<file path="src/rtl/buyruk_sirala_pkg.sv">
// bib_paket: shared ALU opcode constants and issuer FSM states
package bib_paket;
  localparam logic [2:0] TOPLA      = 3'b000;
  localparam logic [2:0] CIKAR      = 3'b001;
  localparam logic [2:0] B_AND      = 3'b010;
  localparam logic [2:0] B_OR       = 3'b011;
  localparam logic [2:0] AND_R      = 3'b100;
  localparam logic [2:0] OR_R       = 3'b101;
  localparam logic [2:0] CIFT_ESLIK = 3'b110;
  localparam logic [2:0] TEK_ESLIK  = 3'b111;
  typedef enum logic [1:0] {BOS, BEKLE, SONUC} durum_t;
endpackage

</file>
<file path="src/rtl/buyruk_sirala_fifo.sv">
// buyruk_fifo: instruction FIFO; full/empty come from the occupancy count
module buyruk_fifo #(
  parameter int DERINLIK = 4,
  parameter int W = 9
) (
  input  logic                          clk,
  input  logic                          rst_n,
  input  logic                          push,
  input  logic                          pop,
  input  logic [W-1:0]                  din,
  output logic [W-1:0]                  dout,
  output logic                          full,
  output logic                          empty,
  output logic [$clog2(DERINLIK):0]     count
);
  localparam int AW = $clog2(DERINLIK);
  logic [W-1:0] mem [DERINLIK];
  logic [AW-1:0] wp, rp;
  logic wr, rd;
  assign wr = push && !full;
  assign rd = pop && !empty;
  assign full = count == (AW+1)'(DERINLIK);
  assign empty = count == '0;
  assign dout = mem[rp];
  always_ff @(posedge clk or negedge rst_n)
    if (!rst_n) begin
      wp <= '0;
      rp <= '0;
      count <= '0;
    end else begin
      wp <= wp + AW'(wr);
      rp <= rp + AW'(rd);
      count <= count + (AW+1)'(wr) - (AW+1)'(rd);
    end
  always_ff @(posedge clk)
    if (wr) mem[wp] <= din;
endmodule

</file>
<file path="src/rtl/buyruk_sirala.sv">
// buyruk_sirala: queues 9-bit ALU instructions, issues them one at a time and returns each result
module buyruk_sirala
  import bib_paket::*;
#(
  parameter int DERINLIK = 4,
  parameter int ALU_GECIKME = 1
) (
  input  logic                       clk,
  input  logic                       rst_n,
  input  logic                       in_valid,
  input  logic [8:0]                 in_buyruk,
  output logic                       in_ready,
  output logic [8:0]                 alu_buyruk,
  input  logic [3:0]                 alu_sonuc,
  output logic                       out_valid,
  output logic [3:0]                 out_sonuc,
  output logic [2:0]                 out_op,
  input  logic                       out_ready,
  output logic [$clog2(DERINLIK):0]  dolu_say,
  output logic [7:0]                 tamam_say,
  output logic                       mesgul
);
  localparam int SW = $clog2(ALU_GECIKME + 1);
  durum_t durum, sonraki;
  logic [SW-1:0] sayac;
  logic [8:0] bas;
  logic dolu, bos, pop;
  buyruk_fifo #(.DERINLIK(DERINLIK), .W(9)) u_fifo (
    .clk(clk), .rst_n(rst_n), .push(in_valid), .pop(pop), .din(in_buyruk),
    .dout(bas), .full(dolu), .empty(bos), .count(dolu_say)
  );
  assign in_ready = !dolu;
  assign pop = durum == BOS && !bos;
  assign mesgul = durum != BOS || !bos;
  always_comb
    sonraki = durum == BOS   ? (bos ? BOS : BEKLE) :
              durum == BEKLE ? (sayac == SW'(1) ? SONUC : BEKLE) :
                               (out_ready ? BOS : SONUC);
  always_ff @(posedge clk or negedge rst_n)
    if (!rst_n) durum <= BOS;
    else durum <= sonraki;
  // alu_buyruk only changes on a pop so the ALU input never glitches
  always_ff @(posedge clk or negedge rst_n)
    if (!rst_n) begin
      alu_buyruk <= '0;
      sayac <= '0;
      out_valid <= 1'b0;
      out_sonuc <= '0;
      out_op <= '0;
      tamam_say <= '0;
    end else begin
      if (pop) begin
        alu_buyruk <= bas;
        sayac <= SW'(ALU_GECIKME);
      end
      if (durum == BEKLE) begin
        if (sayac == SW'(1)) begin
          out_sonuc <= alu_sonuc;
          out_op <= alu_buyruk[8:6];
          out_valid <= 1'b1;
        end else sayac <= sayac - SW'(1);
      end
      if (durum == SONUC && out_ready) begin
        out_valid <= 1'b0;
        tamam_say <= tamam_say + 8'd1;
      end
    end
endmodule

</file>
<file path="config.mk">
export PLATFORM = sky130hd
export DESIGN_NAME = buyruk_sirala
export DESIGN_NICKNAME = d
export VERILOG_FILES = /design/src/rtl/buyruk_sirala_pkg.sv /design/src/rtl/buyruk_sirala_fifo.sv /design/src/rtl/buyruk_sirala.sv
export SDC_FILE = /design/constraint.sdc
export NUM_CORES = 1
export LEC_CHECK = 0
export ABC_AREA = 1
export BUFFER_PORTS_ARGS = -buffer_cell sky130_fd_sc_hd__buf_4
export CORE_ASPECT_RATIO = 1.25
export CORE_UTILIZATION = 60
export CTS_CLUSTER_SIZE = 14
export DETAILED_ROUTE_END_ITERATION = 10
export MAX_ROUTING_LAYER = met4
export PLACE_DENSITY = 0.84
export SLEW_MARGIN = 20
export SYNTH_ARGS = -nofsm -noshare
export SYNTH_HDL_FRONTEND = slang
export SYNTH_SLANG_ARGS = --single-unit
export TNS_END_PERCENT = 30
</file>
<file path="constraint.sdc">
create_clock -name clk -period 3 [get_ports clk]
set_input_delay 0.15 -clock clk [delete_from_list [all_inputs] [get_ports clk]]
set_output_delay 0.15 -clock clk [all_outputs]
set_load 0.005 [all_outputs]
</file>
---- Word level (Yosys, flattened, before mapping) ----
Memory sizes are Yosys's and may differ from the RTL's. A register that Yosys moved wholly into a read port is not among the register bits.
Index checks and enable logic that the tools add are counted.
storage, ports and cells
  bits in registers ....................... 26
  memory bits (writable) .................. 36
  input bits .............................. 17
  output and inout port bits .............. 30
  word-level logic and storage cells ...... 47
  memories kept ........................... 1
cells by class
  $add $sub $neg .......................... 6
  eq/ne operators ......................... 3
  muxes and demuxes ....................... 13
  reduce and logical (&&, ||, !) cells .... 15
memories
  name        words  width  read ports  clocked after memory_dff  write ports  line                      text
  u_fifo.mem  4      9      1           1                         1            buyruk_sirala_fifo.sv:17  logic [W-1:0] mem [DERINLIK];
operators by type and width
  kind                                           count
  2-to-1 mux 1 bit                               9
  adder 8 x 1 -> 8 bit, second input constant    1
  2-to-1 mux 2 bit                               4
  nonzero test 2 bit                             3
  adder 2 x 1 -> 2 bit                           2
  logical AND 1 bit                              4
  AND reduction 2 bit                            2
  adder 3 x 1 -> 3 bit                           1
  == test 3 bit, second input constant           1
  zero test 1 bit                                3
  zero test 3 bit                                1
  subtractor 3 x 1 -> 3 bit                      1
  == test 2 x 1 -> 1 bit, second input constant  1
  == test 2 bit, second input constant           1
  zero test 2 bit                                1
  logical OR 1 bit                               1
  subtractor 1 bit, second input constant        1

---- Logic depth before layout (Yosys ltp) ----
  depth after elaboration ................. 6
  mapped depth ............................ 9
  mapped depth without buffers ............ 9

---- By module ----
Synthesis repeated with hierarchy kept, for this count alone.
second synthesis, totals
  cell total of the unflattened synthesis .. 274
  area, all modules ....................... 2937.8 sq um
by module, submodules not included
  module         instances  cells an instance  area an instance (sq um)  sequential area each (sq um)
  buyruk_fifo    1          141                1751.7                    1256.2
  buyruk_sirala  1          133                1186.1                    700.7

---- Worst setup path after synthesis ----
OpenSTA, ideal clock, no wires.
  kind .................................... register to register
  from .................................... register u_fifo.count[1]
  to ...................................... register u_fifo.count[2]
  setup time .............................. 129 ps
  arrival time ............................ 1806 ps
  required time ........................... 2871 ps
  slack ................................... 1066 ps
  cell stages (with the launch flop) ...... 10
  buffers on the path ..................... 0
  clock period less this slack ............ 1934 ps
  path through ............................ dfrtp_1 nor2_1 nand2_1 nand2_1 inv_2 ha_1 inv_1 ha_1 fa_1 xor2_1
on the way
  cells in the longest elaborated chain, start to end .. 5
  elaborated cells on any way between the ends .. 9
  classes of those cells .................. 2 x add/sub; 1 x eq/ne; 6 x reduce/logical
ends and longest elaborated chain
  item                       line                      text
  start, declared            buyruk_sirala_fifo.sv:14  output logic [$clog2(DERINLIK):0] count
  start signal, assigned     buyruk_sirala_fifo.sv:33  count <= count + (AW+1)'(wr) - (AW+1)'(rd);
  zero test 3 bit            buyruk_sirala_fifo.sv:23  assign empty = count == '0;
  zero test 1 bit            buyruk_sirala.sv:33       assign pop = durum == BOS && !bos;
  logical AND 1 bit          buyruk_sirala.sv:33
  net pop                    buyruk_sirala.sv:27       logic dolu, bos, pop;
  logical AND 1 bit          buyruk_sirala_fifo.sv:21  assign rd = pop && !empty;
  subtractor 3 x 1 -> 3 bit  buyruk_sirala_fifo.sv:33
The timed path passes the listed nets, and every way through them passes these cells.
A chain may end at the register's enable or synchronous reset.

---- Worst setup path after layout ----
Same ends and word-level chain as after synthesis.

==> results.toml <==
[outcome]
status = "finished, final reports clean"

[global_route]
globalRouteOverflowTotal = 0
grtUsageTotal_pct = 23.9
grt_pass1_wl_um = 8980
antenna_found_initial = 0
grt_pass1_vias = 2066
grt_max_degree = 36

[logic_synthesis]
ys_seq_area_share_pct = 64.5
synth.cell_area_um2 = 3040
netlist_instances = 311
synth_nets = 334
yosysTopAreaCell = "edfxtp_1"
synth_cell_types = 21
synth_top_area_share_pct = 35.6
yosys_warnings = 0
avgSynthCellArea_um2 = 9.76
async_flop_share_pct = 49.3
ys_top_cells_by_count = "nand2_1 (109), inv_1 (56), edfxtp_1 (36)"
synth_seq_cells = 71
synthFlopType = "edfxtp_1"
synth_edf_count = 36
synthMostInstantiatedCell = "nand2_1"
synth_area_leaders = "edfxtp_1 (36%), dfrtp_1 (29%), nand2_1 (13%)"

[worst_setup_path]
crit_arrival_ns = 2.62
required_ns = 3.22
path_max_fanout = 12
crit_start = "u_fifo.count[1]$_DFF_PN0_"
crit_path_end_kind = "flop"
path_class = "reg -> reg"
r2r_start = "u_fifo.count[1]$_DFF_PN0_"
cp-start-kind = "flop"

[cts]
cts_tree = "done"
cts.repair.resized = 0
clkLatencyLatePin_ns = 0.33
clockBufferDepth = 2
cts_setup_buffers = 0
clock-sinks = 71
cts-htree-levels = 3
cts_root_buffer = "clkbuf_8"
cts.hold.buffers_added = 2
clkSlewWorstSetupHoldPaths_ns = 0.07
numCtsBuffers = 9

[drt]
drt_iter0_drc = 74
avgViaCountPerCell = 4.88
drc = 0
ant_nets = 0
first_pass_iters = 4
num_vias = 2122
wl_um = 5540
avgRoutedWirePerCell_um = 12.7

[pwr]
p_leak_nw = 1.88
powerDensity_nw_per_um2 = 973
vdd.ir_drop.worst_mv = 0.563

[placed_design]
gp_congestion = 0.809
dp.final_hpwl_um = 3830
portBuffers = 46

[timing]
whs_ns = 0.0165
relSlewSlack_pct = 58.6
fin_crit_ns = 2.40
finalSetupViolCount = 0
rsz0062_at_grt = "false"
fmax_mhz = 417
fin_crit_sh_pct = 79.9
final-hold-violation-count = 0
slew_viol_final = 0
worst_slew_pin_slew_ns = 0.621
skew_ns = 0.0105
final.setup.tns_ns = 0

[floorplan]
start_util_pct = 63.2
dieArea_um2 = 5350
die_y_um = 81.5
core_area_um2 = 4800
rows = 28
io-pin-count = 47
die_x_um = 65.6

[worst_hold_path]
holdCritStartpoint = "in_buyruk[6]"
hp-class = "in -> reg"

[layout]
final_nets = 393
drive_gt1_share_pct = 18.7
antenna_cells = 0
utilization_pct = 76.7
area_delta_synth_final_pct = 21.3

[run]
maxCapViolations = 0
==> layout make-up <==
class / instances / area (um^2)
Clock inverter: 4 / 45.0
Clock buffer: 12 / 145
Sequential cell: 71 / 1960
Tap cell: 60 / 75.1
Multi-Input combinational cell: 175 / 823
Inverter: 59 / 221
Timing Repair Buffer: 54 / 415
Fill cell: 318 / 1120
==> state kept, by name, summed over array words and instances, names as in the netlist <==
name	flops
alu_buyruk	9
durum	2
out_op	3
out_sonuc	4
out_valid	1
sayac	1
tamam_say	8
u_fifo.count	3
u_fifo.mem	36
u_fifo.rp	2
u_fifo.wp	2
==> final timing paths <==
| kind | slack, ns | cells past startpoint | to |
|---|---|---|---|
| worst max-delay path | 0.60 | 9 | u_fifo.count[2]$_DFF_PN0_ |
| worst min-delay path | 0.02 | 1 | u_fifo.mem[2][6]$_DFFE_PP_ |
| worst max register to register | 0.60 | 9 | u_fifo.count[2]$_DFF_PN0_ |
| worst min register to register | 0.48 | 2 | out_sonuc[2]$_DFFE_PN0P_ |
| max in group asynchronous | 2.39 | 2 | tamam_say[1]$_DFFE_PN0P_ |
| min in group asynchronous | 0.30 | 2 | out_sonuc[2]$_DFFE_PN0P_ |
==> worst max-delay path, stage by stage, from the launching register on <==
cell,delay [ns]
dfrtp_1,0.42
nor2_1,0.19
nand2_1,0.08
nand2_1,0.32
inv_2,0.19
ha_1,0.31
inv_1,0.04
ha_1,0.21
fa_1,0.37
xor2_1,0.16
==> per-stage QoR <==
step | total power, mW | std cells | setup slack, ns | cell area (um^2)
finish | 3.58 | 435 | 0.603 | 3680
global route | 3.85 | 435 | 0.401 | 3680
CTS | 3.61 | 433 | 0.606 | 3660
detailed placement | 2.87 | 415 | 0.633 | 3450
global placement | 2.80 | 415 | 0.724 | 3450
floorplan | 2.35 | 311 | 1.07 | 3040
==> cells in the final DEF (no fill, tap or decap), types with 2 or more instances in the layout <==
| cell type | Yosys | routed |
|---|---|---|
| dlygate4sd3_1 | 0 | 4 |
| nand3_1 | 34 | 34 |
| buf_4 | 2 | 50 |
| inv_2 | 2 | 2 |
| inv_1 | 56 | 56 |
| nor2_1 | 8 | 8 |
| edfxtp_1 | 36 | 36 |
| nand2_1 | 109 | 109 |
| ha_1 | 5 | 5 |
| dfrtp_1 | 35 | 35 |
| clkbuf_1 | 0 | 2 |
| nor2_2 | 2 | 2 |
| clkinv_2 | 0 | 3 |
| xnor2_1 | 2 | 2 |
| xor2_1 | 6 | 6 |
| clkbuf_8 | 0 | 10 |
| nor3_1 | 4 | 4 |
==> where the power goes <==
part / switching, mW / internal [mW]
logic: 0.709 / 0.545
registers: 0.256 / 1.35
clock network: 0.319 / 0.403
total: 1.28 / 2.30
==> layer usage <==
metal | vias to the layer above | wire length [um] | track usage, %
li1 | 1082 | - | -
met1 | 982 | 2350 | 26.4
met2 | 47 | 2850 | 40.2
met3 | 11 | 240 | 6.67
met4 | 0 | 91 | 10.9
met5 | - | 0 | -
==> kinds of logic (layout without fill, tap and decap cells) <==
group | after synthesis | after routing | synth area share, %
adder cells (fa/ha/maj) | 6 | 6 | 2.72
AND/OR/NAND/NOR | 159 | 159 | 21.7
XOR/XNOR | 8 | 8 | 2.31
flip-flops | 71 | 71 | 64.5
buffers and inverters | 65 | 129 | 8.41
AO/OA/AOI/OAI | 2 | 2 | 0.412
Note: power is estimated with default switching activity, not from simulation.
